File: src/rtl/spi_pkg.sv
// Shared types and constants for the parametrised SPI master.
package spi_pkg;

    typedef enum logic [2:0] {
        ST_IDLE,
        ST_SETUP,
        ST_XFER,
        ST_HOLD,
        ST_DONE
    } spi_state_t;

    // SPI modes encoded as {cpol, cpha}
    localparam logic [1:0] MODE0 = 2'b00;
    localparam logic [1:0] MODE1 = 2'b01;
    localparam logic [1:0] MODE2 = 2'b10;
    localparam logic [1:0] MODE3 = 2'b11;

    function automatic int cs_idx_w(input int num_cs);
        return (num_cs > 1) ? $clog2(num_cs) : 1;
    endfunction

endpackage

File: src/rtl/spi_master_nbit_clk_gen.sv
// Half-period divider producing spi_clk and one-cycle leading/trailing edge strobes.
module spi_clk_gen #(
    parameter int HALF = 2
) (
    input  logic clk,
    input  logic reset,
    input  logic run,
    input  logic edge_en,
    input  logic cpol,
    output logic spi_clk,
    output logic lead_stb,
    output logic trail_stb,
    output logic half_end
);

    localparam int CW = (HALF > 1) ? $clog2(HALF) : 1;
    localparam logic [CW-1:0] LAST = CW'(HALF - 1);

    logic [CW-1:0] cnt;

    // Strobes are high in the cycle before spi_clk toggles; consumers act on the same edge.
    assign half_end  = run && (cnt == LAST);
    assign lead_stb  = half_end && edge_en && (spi_clk == cpol);
    assign trail_stb = half_end && edge_en && (spi_clk != cpol);

    always_ff @(posedge clk) begin
        if (!reset) begin
            cnt     <= '0;
            spi_clk <= 1'b0;
        end else if (!run) begin
            cnt     <= '0;
            spi_clk <= cpol;
        end else begin
            cnt <= half_end ? '0 : cnt + 1'b1;
            if (half_end && edge_en) spi_clk <= ~spi_clk;
        end
    end

endmodule

File: src/rtl/spi_master_nbit.sv
// Full-duplex SPI master: configurable width, divider, chip selects and CPOL/CPHA.
module spi_master_nbit
    import spi_pkg::*;
#(
    parameter int DATA_W  = 8,
    parameter int CLK_DIV = 4,
    parameter int NUM_CS  = 1,
    localparam int CSW    = cs_idx_w(NUM_CS)
) (
    input  logic              clk,
    input  logic              reset,
    input  logic              start,
    input  logic              cpol,
    input  logic              cpha,
    input  logic [CSW-1:0]    cs_sel,
    input  logic [DATA_W-1:0] tx_data,
    output logic [DATA_W-1:0] rx_data,
    output logic              busy,
    output logic              done,
    output logic              spi_clk,
    output logic [NUM_CS-1:0] cs_n,
    output logic              mosi,
    input  logic              miso
);

    localparam int H  = CLK_DIV / 2;
    localparam int BW = $clog2(DATA_W) + 1;
    localparam logic [BW-1:0] LAST_EDGE = BW'(2 * DATA_W - 1);
    localparam logic [CSW:0]  NUM_CS_V  = (CSW + 1)'(NUM_CS);

    spi_state_t        state, state_nxt;
    logic [1:0]        mode_q;
    logic              cpol_q, cpha_q, cpol_src;
    logic [CSW-1:0]    cs_q, cs_idx;
    logic [DATA_W-1:0] shreg;
    logic [BW-1:0]     edge_cnt;
    logic              run, edge_en, half_end, lead_stb, trail_stb;
    logic              cs_ok, accept, last_edge, busy_nxt;

    assign cpol_q    = (mode_q == MODE2) || (mode_q == MODE3);
    assign cpha_q    = (mode_q == MODE1) || (mode_q == MODE3);
    assign cs_ok     = ({1'b0, cs_sel} < NUM_CS_V);
    assign accept    = (state == ST_IDLE) && start && cs_ok;
    assign last_edge = (edge_cnt == LAST_EDGE);
    assign cpol_src  = (state == ST_IDLE) ? cpol : cpol_q;
    assign cs_idx    = (state == ST_IDLE) ? cs_sel : cs_q;
    assign busy_nxt  = (state_nxt == ST_SETUP) || (state_nxt == ST_XFER) || (state_nxt == ST_HOLD);

    spi_clk_gen #(.HALF(H)) u_clk_gen (
        .clk       (clk),
        .reset     (reset),
        .run       (run),
        .edge_en   (edge_en),
        .cpol      (cpol_src),
        .spi_clk   (spi_clk),
        .lead_stb  (lead_stb),
        .trail_stb (trail_stb),
        .half_end  (half_end)
    );

    // SETUP is the first half-period; its end is the first spi_clk edge.
    always_comb begin
        state_nxt = state;
        run       = 1'b0;
        edge_en   = 1'b0;
        unique case (state)
            ST_IDLE:  if (accept) state_nxt = ST_SETUP;
            ST_SETUP: begin
                run = 1'b1; edge_en = 1'b1;
                if (half_end) state_nxt = ST_XFER;
            end
            ST_XFER: begin
                run = 1'b1; edge_en = 1'b1;
                if (half_end && last_edge) state_nxt = ST_HOLD;
            end
            ST_HOLD: begin
                run = 1'b1;
                if (half_end) state_nxt = ST_DONE;
            end
            ST_DONE:  state_nxt = ST_IDLE;
            default:  state_nxt = ST_IDLE;
        endcase
    end

    // Handshake: start is taken only in IDLE with a valid cs_sel; done pulses one cycle
    // after the word is complete, and busy covers every cycle a chip select is low.
    always_ff @(posedge clk) begin
        if (!reset) begin
            state    <= ST_IDLE;
            mode_q   <= MODE0;
            cs_q     <= '0;
            shreg    <= '0;
            edge_cnt <= '0;
            mosi     <= 1'b0;
            rx_data  <= '0;
            cs_n     <= '1;
            busy     <= 1'b0;
            done     <= 1'b0;
        end else begin
            state <= state_nxt;
            busy  <= busy_nxt;
            done  <= (state_nxt == ST_DONE);
            cs_n  <= busy_nxt ? ~(NUM_CS'(1) << cs_idx) : '1;
            if (accept) begin
                mode_q   <= {cpol, cpha};
                cs_q     <= cs_sel;
                shreg    <= tx_data;
                edge_cnt <= '0;
                if (!cpha) mosi <= tx_data[DATA_W-1];
            end else begin
                if (lead_stb) begin
                    if (!cpha_q) begin
                        shreg <= {shreg[DATA_W-2:0], miso};
                    end else begin
                        mosi  <= shreg[DATA_W-1];
                        shreg <= {shreg[DATA_W-2:0], 1'b0};
                    end
                end
                // The final trailing edge leaves mosi on the last data bit through HOLD.
                if (trail_stb) begin
                    if (!cpha_q) begin
                        if (!last_edge) mosi <= shreg[DATA_W-1];
                    end else begin
                        shreg[0] <= miso;
                    end
                end
                if ((lead_stb || trail_stb) && !last_edge) edge_cnt <= edge_cnt + 1'b1;
                if ((state == ST_HOLD) && half_end) rx_data <= shreg;
            end
        end
    end

endmodule
File: config.mk
export PLATFORM = sky130hd
export DESIGN_NAME = spi_master_nbit
export DESIGN_NICKNAME = d
export VERILOG_FILES = /design/src/rtl/spi_pkg.sv /design/src/rtl/spi_master_nbit_clk_gen.sv /design/src/rtl/spi_master_nbit.sv
export SDC_FILE = /design/constraint.sdc
export NUM_CORES = 1
export LEC_CHECK = 0
export CORE_MARGIN = 10
export CORE_UTILIZATION = 25
export DETAILED_ROUTE_END_ITERATION = 10
export PLACE_DENSITY = 0.42
export SYNTH_ARGS = -nofsm -noshare
export SYNTH_HDL_FRONTEND = slang
export SYNTH_SLANG_ARGS = --single-unit
File: constraint.sdc
create_clock -name clk -period 2.14 [get_ports clk]
set_input_delay 0.214 -clock clk [delete_from_list [all_inputs] [get_ports clk]]
set_output_delay 0.214 -clock clk [all_outputs]
set_load 0.01 [all_outputs]
== Yosys cells after proc, flatten, opt, wreduce, memory -nomap -nowiden ==
Cells that the tools add are included.

* Bits in registers: 32
* Bits in latches: 0
* RAM bits: 0
* Bits in read-only memories: 0
* Input bits: 15
* Output and inout port bits: 13
* Logic and storage cells: 83
* Memories: 0

* Add/subtract/negate cells: 2
* $mul: 0
* Divide/modulo/power cells: 0
* $lt $le $gt $ge: 1
* Eq/ne operators: 15
* Shifts and indexed selects: 1
* Multiplexer cells: 23
* Bitwise logic cells: 5
* Reduce and logical (&&, ||, !) cells: 23

{| class="wikitable"
|+ Operators by type and width
! kind !! count
|-
| $mux W1 || 16
|-
| $mux W8 || 2
|-
| $eq A3 B2 Y1 const B || 4
|-
| $mux W3 || 4
|-
| $pmux W3 S4 || 1
|-
| $logic_and A1 B1 Y1 || 9
|-
| $eq A3 B1 Y1 const B || 2
|-
| $reduce_or A3 Y1 || 2
|-
| $logic_or A1 B1 Y1 || 5
|-
| $not A1 Y1 || 5
|-
| $add A4 B1 Y4 const B || 1
|-
| $eq A2 B2 Y1 const B || 2
|-
| $eq A4 B4 Y1 const B || 1
|-
| $ne A2 B2 Y1 const B || 2
|-
| $reduce_and A2 Y1 || 2
|-
| $reduce_or A2 Y1 || 2
|-
| $eq A3 B3 Y1 const B || 1
|-
| $logic_not A3 Y1 || 1
|-
| $eq A2 B1 Y1 const B || 1
|-
| $reduce_bool A2 Y1 || 1
|-
| $add A1 B1 Y1 const B || 1
|-
| $eq A1 B1 Y1 || 1
|-
| $logic_not A1 Y1 || 1
|-
| $lt A1 B1 Y1 const B || 1
|-
| other kinds (2) || 2
|}

== Depth between registers and ports, before layout ==
Gate-level depths: netlist (run 1).

* Word-level depth: 11
* Gate-level depth with buffers: 7
* Depth with buffers taken out: 6

== Modules after synthesis ==
A second synthesis (run 1) with hierarchy kept.

* Cells, all modules: 163
* Area, all modules: 1451.4 µm²

{| class="wikitable"
|+ By module, submodules not included
! module !! times used !! cells an instance !! area an instance (µm²) !! sequential area each (µm²)
|-
| spi_master_nbit || 1 || 151 || 1343.8 || 600.6
|-
| spi_clk_gen || 1 || 12 || 107.6 || 40.0
|}

== Worst setup path after synthesis (run 1) ==
OpenSTA, ideal clock, no wires.

* Kind: flip-flop to flip-flop
* From: register state[0]
* To: register shreg[0]
* Library setup time: 0.074 ns
* Data arrival time: 1.736 ns
* Data required time: 2.066 ns
* Setup slack: 0.330 ns
* Stages on the path, launching flop included: 8
* Path buffers: 2
* Clock period less this slack: 1.810 ns
* Cell sequence: dfxtp_1 buf_2 o31a_1 or3_4 a211o_1 buf_6 nand3b_4 a31oi_2

* Longest elaborated chain between the ends: 10
* Elaborated cells between the ends (all ways): 21
* Those cells by class: eq/ne: 5; mux: 7; reduce/logical: 9

{| class="wikitable"
|+ RTL lines
! element !! line !! text
|-
| start: declaration || spi_master_nbit.sv:31 || <nowiki>spi_state_t state, state_nxt;</nowiki>
|-
| start signal: assignment || spi_master_nbit.sv:100 || <nowiki>state <= state_nxt;</nowiki>
|-
| $eq A3 B2 Y1 / $eq A3 B1 Y1 (equally long branches) || spi_master_nbit.sv:66 || <nowiki>unique case (state)</nowiki>
|-
| $reduce_or A3 Y1 (no source line) || n/a ||
|-
| $mux W1 || spi_master_nbit.sv:66 ||
|-
| $logic_and A1 B1 Y1 || spi_master_nbit_clk_gen.sv:22 || <nowiki>assign half_end = run && (cnt == LAST);</nowiki>
|-
| $logic_and A1 B1 Y1 || spi_master_nbit_clk_gen.sv:23, spi_master_nbit_clk_gen.sv:24 ||
|-
| $logic_and A1 B1 Y1 || spi_master_nbit_clk_gen.sv:23 || <nowiki>assign lead_stb = half_end && edge_en && (spi_clk == cpol);</nowiki>
|-
| $mux W8 || spi_master_nbit.sv:111 || <nowiki>if (lead_stb) begin</nowiki>
|-
| $mux W1 || spi_master_nbit.sv:121 || <nowiki>if (!cpha_q) begin</nowiki>
|-
| $mux W1 || spi_master_nbit.sv:120 || <nowiki>if (trail_stb) begin</nowiki>
|-
| $mux W8 (*) || spi_master_nbit.sv:104 || <nowiki>if (accept) begin</nowiki>
|-
| end signal: assignment || spi_master_nbit.sv:107 || <nowiki>shreg <= tx_data;</nowiki>
|-
| end signal: assignment || spi_master_nbit.sv:113 || <nowiki>shreg <= {shreg[DATA_W-2:0], miso};</nowiki>
|-
| end signal: assignment || spi_master_nbit.sv:124 || <nowiki>shreg[0] <= miso;</nowiki>
|-
| end: declaration || spi_master_nbit.sv:35 || <nowiki>logic [DATA_W-1:0] shreg;</nowiki>
|}

Mark *: on every way between the ends. The rest lies on a longest branch, timed or not. The select of a mux whose other input is x is not followed.
A chain may end at the register's enable or synchronous reset.

== Worst setup path in the final report (run 1) ==
* From: register state[1]
* To: register mosi

* Longest elaborated chain between the ends: 11
* Elaborated cells between the ends (all ways): 23
* Those cells by class: eq/ne: 6; mux: 8; reduce/logical: 9

{| class="wikitable"
|+ RTL lines
! element !! line !! text
|-
| $eq A3 B2 Y1 / $eq A3 B1 Y1 (equally long branches) || spi_master_nbit.sv:66 ||
|-
| $reduce_or A3 Y1 (no source line) || n/a ||
|-
| $mux W1 || spi_master_nbit.sv:66 ||
|-
| $logic_and A1 B1 Y1 || spi_master_nbit_clk_gen.sv:22 ||
|-
| $logic_and A1 B1 Y1 || spi_master_nbit_clk_gen.sv:23, spi_master_nbit_clk_gen.sv:24 ||
|-
| $logic_and A1 B1 Y1 || spi_master_nbit_clk_gen.sv:23 ||
|-
| $mux W1 || spi_master_nbit.sv:111 ||
|-
| $mux W1 || spi_master_nbit.sv:122 || <nowiki>if (!last_edge) mosi <= shreg[DATA_W-1];</nowiki>
|-
| $mux W1 || spi_master_nbit.sv:121 ||
|-
| $mux W1 || spi_master_nbit.sv:120 ||
|-
| $mux W1 || spi_master_nbit.sv:104 ||
|-
| end signal: assignment || spi_master_nbit.sv:109 || <nowiki>if (!cpha) mosi <= tx_data[DATA_W-1];</nowiki>
|-
| end signal: assignment || spi_master_nbit.sv:115 || <nowiki>mosi <= shreg[DATA_W-1];</nowiki>
|-
| end signal: assignment || spi_master_nbit.sv:122 ||
|-
| end: declaration || spi_master_nbit.sv:22 || <nowiki>output logic mosi,</nowiki>
|}

Parallel ways exist; a longest one is shown, timed or not.

==> metrics.cfg, run 1 <==
[timing]
finalMaxSlewViolations=0
fin_skew_ns=0.00294
fin_crit_ns=1.95
setup_violations=0
fmax_ghz=0.513
hold_viol=0
fin_crit_sh_pct=91.2
max_slew_margin_pct=69.7
tightest_slew_ns=0.452
rsz0062_at_grt=false
setup_ws_ns=0.189

[synthesis]
synth_cell_types=40
synth_fp_nets=175
async_reset_ff_share_pct=0
yosysSeqAreaShare_pct=44.2
yosysTopAreaCellShare_pct=44.2
synth-main-ff-cell=dfxtp_1
yosys_warnings=0
ys_ff_latch=32
synth_area_per_cell_um2=9.11
synth_top_area_cell=dfxtp_1
synthesis.area_um2=1450
synth_area_leaders=dfxtp_1 44%, mux2i_1 7.6%, nand2_1 5.4%
synth_edf_count=0
syn_inst=159

[pwr]
internal-power_w=0.000998
seq_power_share_pct=49.5
p_per_area_nw_per_um2=675
ir_worst_vdd_mv=0.209
power_w=0.00131
p_comb_share_pct=12.4
p_sw_w=0.000308
swShare_pct=23.6
power.share.clock_pct=38.1
p_leak_nw=0.751

[layout]
drive_above_1_share_pct=11.3
n_antenna_cell=0
nets=210
layout.cells.non_filler=266
syn_to_final_growth_pct=33.5
fillers=571
final_util_pct=34.7

[critical_path]
worstPathArrival_ns=2.15
worst_setup_path_end_kind=register
crit_type=reg2reg
start_kind=register
crit_required_ns=2.34
critPathMaxFanout=9

[global_route]
grt_pass1_vias=1263
grt.total_usage_pct=8.56
antenna_found_initial=0
grt_max_degree=19
gr-total-overflow=0
grt_pass1_wl_um=6160

[cts]
cts_tree=built
numCtsBuffers=5
clkSinkCount=32
h-tree-depth=2
root_buffer=clkbuf_8
clockBufferDepth=2
clk_latency_ns=0.28
postCtsSetupRepairBufs=0
clk_pin_slew_worst_paths_ns=0.06

[placed_design]
dp_slack_ns=-0.0110
numPortBuffers=27
dp_hpwl_um=2720
place_inst=259
gp_congestion=0.803

[detailed_routing]
num_vias=1197
initialDrtViolationCount=28
finalWirelength_um=3630
route.detailed.drc=0
via_per_inst=4.50
ant_nets=0
wl_per_cell_um=13.6
first_pass_iters=4

[flow_run]
drv_cap=0

[die]
die_y_um=96.1
initial_core_util_pct=26.0
coreArea_um2=5570
rows=27
die_x_um=96.1
io_pins=28
die_area_um2=9240

[hold_path]
hp-class=reg2reg

[status]
run_status=complete, no violations

==> cells in the final DEF, fill, tap and decap left out, drive strengths merged, types with 2 or more instances in the layout <==
master         netlist  routed
buf                  3       9
nand2               21      21
clkbuf               5       7
and2                 6       6
nor2                 8       8
xor2                 2       2
a21oi                9       9
inv                  3       3
nor3                 3       3
clkdlybuf4s50        0      27
dfxtp               32      32
o21ai               13      13
and3                 4       4
a21boi               8       8
a31oi                2       2
nand2b               2       2
xnor2                3       3
nand3b               2       2
o31a                 2       2
nor2b                4       4
mux2i               11      11
==> routing by layer <==
layer  vias up  share of wire [%]  global-route usage [%]
met3         5                6.5                    3.66
li1        625                  -                       -
met5         -                  0                       0
met2        28                 43                    12.4
met4         0               0.99                    3.69
met1       539                 49                    10.8
==> layout make-up <==
class / count / area (um^2) / share of cell area, %
tap: 72 / 90.1 / 4.66
timing repair buffer: 36 / 338 / 17.5
multi-input combinational: 116 / 758 / 39.2
clock buffer: 7 / 96.3 / 4.98
inverter: 3 / 11.3 / 0.582
sequential: 32 / 641 / 33.1
==> sequential cells by signal, summed over array words and instances, names as in the netlist, 2 cells and up <==
register	count
rx_data	8
shreg	8
edge_cnt	4
state	3
mode_q	2
==> path summary, 6_finish.rpt <==
check	startpoint	to	slack, ns	cells after the start
hold / removal	rx_data[3]	rx_data[3]	0.46	2
setup reg to reg	state[1]	mosi	0.19	5
hold reg to reg	rx_data[3]	rx_data[3]	0.46	2
setup / recovery	state[1]	mosi	0.19	5
==> per-stage QoR <==
stage	hold slack, ns	area (um^2)	TNS (ns)
after floorplan	0.341	1450	0
after global placement	0.452	1830	0
after detailed placement	0.457	1830	-0.0119
after CTS	0.466	1930	0
after global routing	0.495	1930	0
final	0.462	1930	0
==> critical path, stage by stage (launching register included) <==
cell and delay [ns]:
dfxtp_1 0.40, o31a_1 0.35, or3_4 0.34, a211o_2 0.42
o211ai_1 0.21, o2bb2ai_1 0.15
==> Yosys cell counts, drive strengths merged (3+ instances only) <==
library cell,count
nor2b,4
xnor2,3
nor3,3
a21boi,8
clkbuf,5
a21oi,9
and3,4
nand2,21
inv,3
dfxtp,32
and2,6
buf,3
nor2,8
mux2i,11
o21ai,13
==> power groups by stage <==
stage / clock [W] / sequential [W] / combinational (W)
after floorplan: 0 / 0.000651 / 0.0000911
after global placement: 0 / 0.000659 / 0.000160
after detailed placement: 0 / 0.000658 / 0.000162
after CTS: 0.000516 / 0.000645 / 0.000164
after global routing: 0.000544 / 0.000649 / 0.000182
final: 0.000498 / 0.000646 / 0.000162
==> repair_timing <==
item	CTS	global route
hold buffers	0	0
hold endpoints to repair	0	0
resized for setup	0	2
setup endpoints to repair	0	5
==> kinds of logic after synthesis <==
family | Yosys count | synth area share, %
simple gates | 57 | 21.3
compound gates | 41 | 18.2
flops | 32 | 44.2
mux | 12 | 8.38
buf+inv | 11 | 3.97
xor+xnor | 5 | 3.02
fa+ha+maj | 1 | 0.863
No activity file was read; power rests on OpenSTA's default activity.
==> run 2: changes to the inputs <==
--- a/config.mk
+++ b/config.mk
@@ -8,6 +8,7 @@
 export CORE_MARGIN = 10
 export CORE_UTILIZATION = 25
 export DETAILED_ROUTE_END_ITERATION = 10
+export GPL_TIMING_DRIVEN = 0
 export PLACE_DENSITY = 0.42
 export SYNTH_ARGS = -nofsm -noshare
 export SYNTH_HDL_FRONTEND = slang
==> run 2 against run 1 <==
  * Design area fell by 0.13%
  * Sequential power down 0.9%
  * Wire length rose by 2.2%
  * First-iteration DRC count up 11%
  * Critical path depth increased by 2
  * Flip-flop and latch count stayed put
  * Clock power grew 17%
  * Via count rose by 0.33%
  * Combinational power decreased by 3%
  * Fmax down 2.7%
  * Hold slack improved by 0.0043 ns
  * Largest power group unchanged
==> metrics.cfg, run 2 (synthesis gave the netlist of run 1 again) <==
[timing]
fin_skew_ns=0.00332
fin_crit_ns=2.00
max_slew_margin_pct=55.8
rsz0062_at_grt=false
tightest_slew_ns=0.658
hold_viol=0
setup_ws_ns=0.136
setup_violations=0
finalMaxSlewViolations=0
fin_crit_sh_pct=93.7
hold_slack_ns=0.467
fmax_ghz=0.499

[detailed_routing]
initialDrtViolationCount=31
route.detailed.drc=0
wl_per_cell_um=13.9
finalWirelength_um=3710
first_pass_iters=3
ant_nets=0
num_vias=1201
via_per_inst=4.52

[pwr]
ir_worst_vdd_mv=0.351
p_comb_share_pct=11.4
seq_power_share_pct=46.4
internal-power_w=0.00105
p_sw_w=0.000332
p_per_area_nw_per_um2=714
swShare_pct=24.1
power.share.clock_pct=42.2
p_leak_nw=0.734

[critical_path]
worstPathArrival_ns=2.22
critPathMaxFanout=10
worst_setup_path_end_kind=register
crit_required_ns=2.36
crit_type=reg2reg
start_kind=register

[die]
rows=27
io_pins=28
die_x_um=96.1
coreArea_um2=5570
die_area_um2=9240
die_y_um=96.1
initial_core_util_pct=26.0

[layout]
mostFrequentLayoutCells=32 x dfxtp_1, 27 x clkdlybuf4s50_1, 21 x nand2_1, 12 x o21ai_0, 11 x mux2i_1
drive_above_1_share_pct=8.76
final_common_cell=dfxtp_1
nets=209
syn_to_final_growth_pct=33.3
largestRegisters=rx_data: 8 flops, shreg: 8 flops, edge_cnt: 4 flops
n_antenna_cell=0

[hold_path]
hp-class=reg2reg

[cts]
h-tree-depth=2
numCtsBuffers=5
root_buffer=clkbuf_8
postCtsSetupRepairBufs=0
clk_latency_ns=0.29
clk_pin_slew_worst_paths_ns=0.07
clockBufferDepth=2
clkSinkCount=32
cts_tree=built

[placed_design]
gp_congestion=0.743
dp_hpwl_um=2730
dp_slack_ns=0.0315
numPortBuffers=27

[flow_run]
drv_cap=0

[global_route]
grt_pass1_vias=1268
grt_pass1_wl_um=5990
antenna_found_initial=0
gr-total-overflow=0
grt.total_usage_pct=8.40
grt_max_degree=12

[status]
run_status=complete, no violations

[run 2: cell types whose count changed in the layout (fill, tap and decap cells not counted), moves of 2 or more]
cell / before / now
clkbuf_8: 7 / 5
buf_6: 0 / 2
buf_4: 9 / 0
clkbuf_1: 0 / 5
[run 2: cell type report]
class / count / area (um^2)
flip-flops and latches: 32 / 641
clock buffers: 5 / 68.8
repair buffers: 27 / 270
clock inverters: 3 / 42.5
inverters: 3 / 11.3
multi-input cells: 116 / 762
well taps: 72 / 90.1
plain buffers: 8 / 46.3
fillers: 605 / 3640
[run 2: timing repair]
item                       CTS  global route
gates resized for setup      0             2
hold buffers                 0             0
hold endpoints to repair     0             0
setup endpoints to repair    0             7
[run 2: path summary, 6_finish.rpt]
path	start	cells after the start	slack (ns)	to
worst max-delay path	state[2]	7	0.14	mosi
worst min-delay path	rx_data[4]	2	0.47	rx_data[4]
worst max register to register	state[2]	7	0.14	mosi
worst min register to register	rx_data[4]	2	0.47	rx_data[4]
[run 2: metal layers]
metal	track usage (%)	vias to the layer above	share of wire (%)
met2	12.7	23	43
met4	4.05	0	1.3
met1	10.2	553	49
li1	-	620	-
met5	0	-	0
met3	3.19	5	6.6
[run 2: power by group through the flow]
| stage | clock [W] | combinational [W] | sequential, W |
|---|---|---|---|
| global route | 0.000631 | 0.000175 | 0.000644 |
| global placement | 0 | 0.000157 | 0.000654 |
| detailed placement | 0 | 0.000157 | 0.000654 |
| finish | 0.000583 | 0.000157 | 0.000640 |
| floorplan | 0 | 0.0000911 | 0.000651 |
| CTS | 0.000603 | 0.000158 | 0.000640 |
[run 2: per-stage QoR]
stage / utilization [%] / cells / area (um^2) / setup TNS (ns) / total power, W
final: 34.7 / 266 / 1930 / 0 / 0.00138
after CTS: 34.5 / 266 / 1920 / 0 / 0.00140
after detailed placement: 32.5 / 258 / 1810 / 0 / 0.000811
after floorplan: - / 159 / 1450 / 0 / 0.000742
after global routing: 34.7 / 266 / 1930 / 0 / 0.00145
after global placement: 32.5 / 258 / 1810 / -0.00185 / 0.000810
[run 2: critical path, cell delays in order, from the launching register on]
cell and delay, ns:
dfxtp_1 0.31, clkbuf_1 0.22, o31a_1 0.31, or3_4 0.36, a211o_1 0.27, buf_6 0.15
o211ai_1 0.19, o2bb2ai_1 0.13
==> run 3: changes to the inputs <==
--- a/config.mk
+++ b/config.mk
@@ -10,6 +10,8 @@
 export DETAILED_ROUTE_END_ITERATION = 10
 export GPL_TIMING_DRIVEN = 0
 export PLACE_DENSITY = 0.42
+export SETUP_SLACK_MARGIN = 0.2
+export SLEW_MARGIN = 20
 export SYNTH_ARGS = -nofsm -noshare
 export SYNTH_HDL_FRONTEND = slang
 export SYNTH_SLANG_ARGS = --single-unit
==> run 3 against run 2 <==
  * Non-clock buffer count up 3
  * Die area unchanged
  * Flip-flop and latch count unchanged
  * First-iteration DRC count down 3.2%
  * Fmax up 3.9%
  * Worst setup slack better by 0.074 ns
  * Utilization up 0.49 points
  * Largest cell class unchanged
  * Clock power down 0.9%
  * Count of clock-buffer cells in the layout up 1
  * Cell count up 1.1%
  * Critical path type unchanged
==> metrics.cfg, run 3 (synthesis gave the netlist of run 1 again) <==
[global_route]
use_met3_pct=3.42
grt.total_usage_pct=8.64
gr-total-overflow=0
grt_util_met1_pct=10.8
grt_pass1_vias=1266
grt_max_degree=11
grt_pass1_wl_um=6110
met2_usage_pct=12.4
antenna_found_initial=0
busiest_layer=met2

[placed_design]
place_inst=258
dp_hpwl_um=2760
gp_congestion=0.743
place_area_um2=1810
numPortBuffers=27
dp_slack_ns=0.0378

[layout]
largestRegisters=rx_data: 8 flops, shreg: 8 flops, edge_cnt: 4 flops
final_area_um2=1960
syn_to_final_growth_pct=35.2
drive_above_1_share_pct=10.7
n_antenna_cell=0
nets=212
final_common_cell=dfxtp_1
layout.cells.non_filler=269
mostFrequentLayoutCells=32 x dfxtp_1, 27 x clkdlybuf4s50_1, 21 x nand2_1, 12 x o21ai_0, 11 x mux2i_1

[die]
coreArea_um2=5570
io_pins=28
die_y_um=96.1
die_x_um=96.1
rows=27
die_area_um2=9240
initial_core_util_pct=26.0

[cts]
clockBufferDepth=2
numCtsBuffers=5
cts_hold_buf=0
root_buffer=clkbuf_8
clk_latency_ns=0.29
h-tree-depth=2
cts_tree=built
clk_pin_slew_worst_paths_ns=0.07
clkSinkCount=32

[critical_path]
crit_type=reg2reg
reg2reg_slack_ns=0.21
worstPathArrival_ns=2.14
r2r_end=mosi
rr_startpoint=state[1]
r2r_cells=7
crit_required_ns=2.35
start_kind=register
worst_setup_path_end_kind=register
critPathMaxFanout=9

[detailed_routing]
num_vias=1225
ant_nets=0
finalWirelength_um=3780
wl_per_cell_um=14.1
initialDrtViolationCount=30
route.detailed.drc=0
first_pass_iters=4
via_per_inst=4.55

[timing]
max_slew_margin_pct=58.2
finalMaxSlewViolations=0
setup_violations=0
fmax_ghz=0.518
setup_ws_ns=0.210
fin_crit_sh_pct=90.2
fin_crit_ns=1.93
tightest_slew_ns=0.624
hold_viol=0
fin_skew_ns=0.0102
rsz0062_at_grt=true

[status]
run_status=complete, no violations

[flow_run]
drv_cap=0

[pwr]
p_leak_nw=0.753
p_per_area_nw_per_um2=706
ir_worst_vdd_mv=0.321

[hold_path]
hold_depth=2
holdPathEnd=rx_data[3]
min_from=rx_data[3]
hp-class=reg2reg

==> run 3: power breakdown <==
| group | internal [W] | switching [W] | total [W] |
|---|---|---|---|
| sequential | 0.000620 | 0.0000206 | 0.000640 |
| clock | 0.000346 | 0.000233 | 0.000578 |
| combinational | 0.0000887 | 0.0000760 | 0.000165 |
==> run 3: critical path: stages (launching register included) <==
cell and delay [ns]:
dfxtp_1 0.31, buf_6 0.13, o31a_1 0.31, or3_4 0.36, a211o_1 0.28, buf_6 0.15, o211ai_1 0.19, o2bb2ai_1 0.13
==> run 3: what timing repair did <==
item | CTS | global route
hold endpoints to repair | 0 | 0
gates resized for setup | 2 | 3
pin swaps | 0 | 1
buffers inserted | 0 | 3
setup endpoints to repair | 7 | 14
==> run 3: worst max-delay path by stage <==
stage / endpoint / slack (ns) / cells past startpoint / start
floorplan: shreg[0] / 0.33 / 7 / state[0]
global placement: mosi / -0.002 / 7 / cpol
detailed placement: mosi / 0.04 / 7 / cpol
CTS: mosi / 0.20 / 7 / state[2]
global route: shreg[4] / 0.11 / 7 / state[1]
finish: mosi / 0.21 / 7 / state[1]
==> run 3: cell type report <==
cell class | count | area, um^2
repair buffers | 30 | 293
flip-flops and latches | 32 | 641
multi-input cells | 116 | 767
clock buffers | 6 | 72.6
well taps | 72 | 90.1
clock inverters | 2 | 35.0
fillers | 608 | 3610
plain buffers | 8 | 50.0
inverters | 3 | 11.3
==> run 3: routing by layer <==
layer,share of wire [%],vias up
met5,0,-
met4,1.6,0
met3,6.5,6
met2,43,22
met1,49,568
li1,-,629
==> run 3: through the flow <==
| step | hold slack (ns) | power, W | util [%] | TNS (ns) |
|---|---|---|---|---|
| finish | 0.467 | 0.00138 | 35.2 | 0 |
| global route | 0.507 | 0.00144 | 35.2 | 0 |
| CTS | 0.473 | 0.00140 | 34.5 | 0 |
| detailed placement | 0.461 | 0.000811 | 32.5 | 0 |
| global placement | 0.455 | 0.000810 | 32.5 | -0.00185 |
| floorplan | 0.341 | 0.000742 | - | 0 |
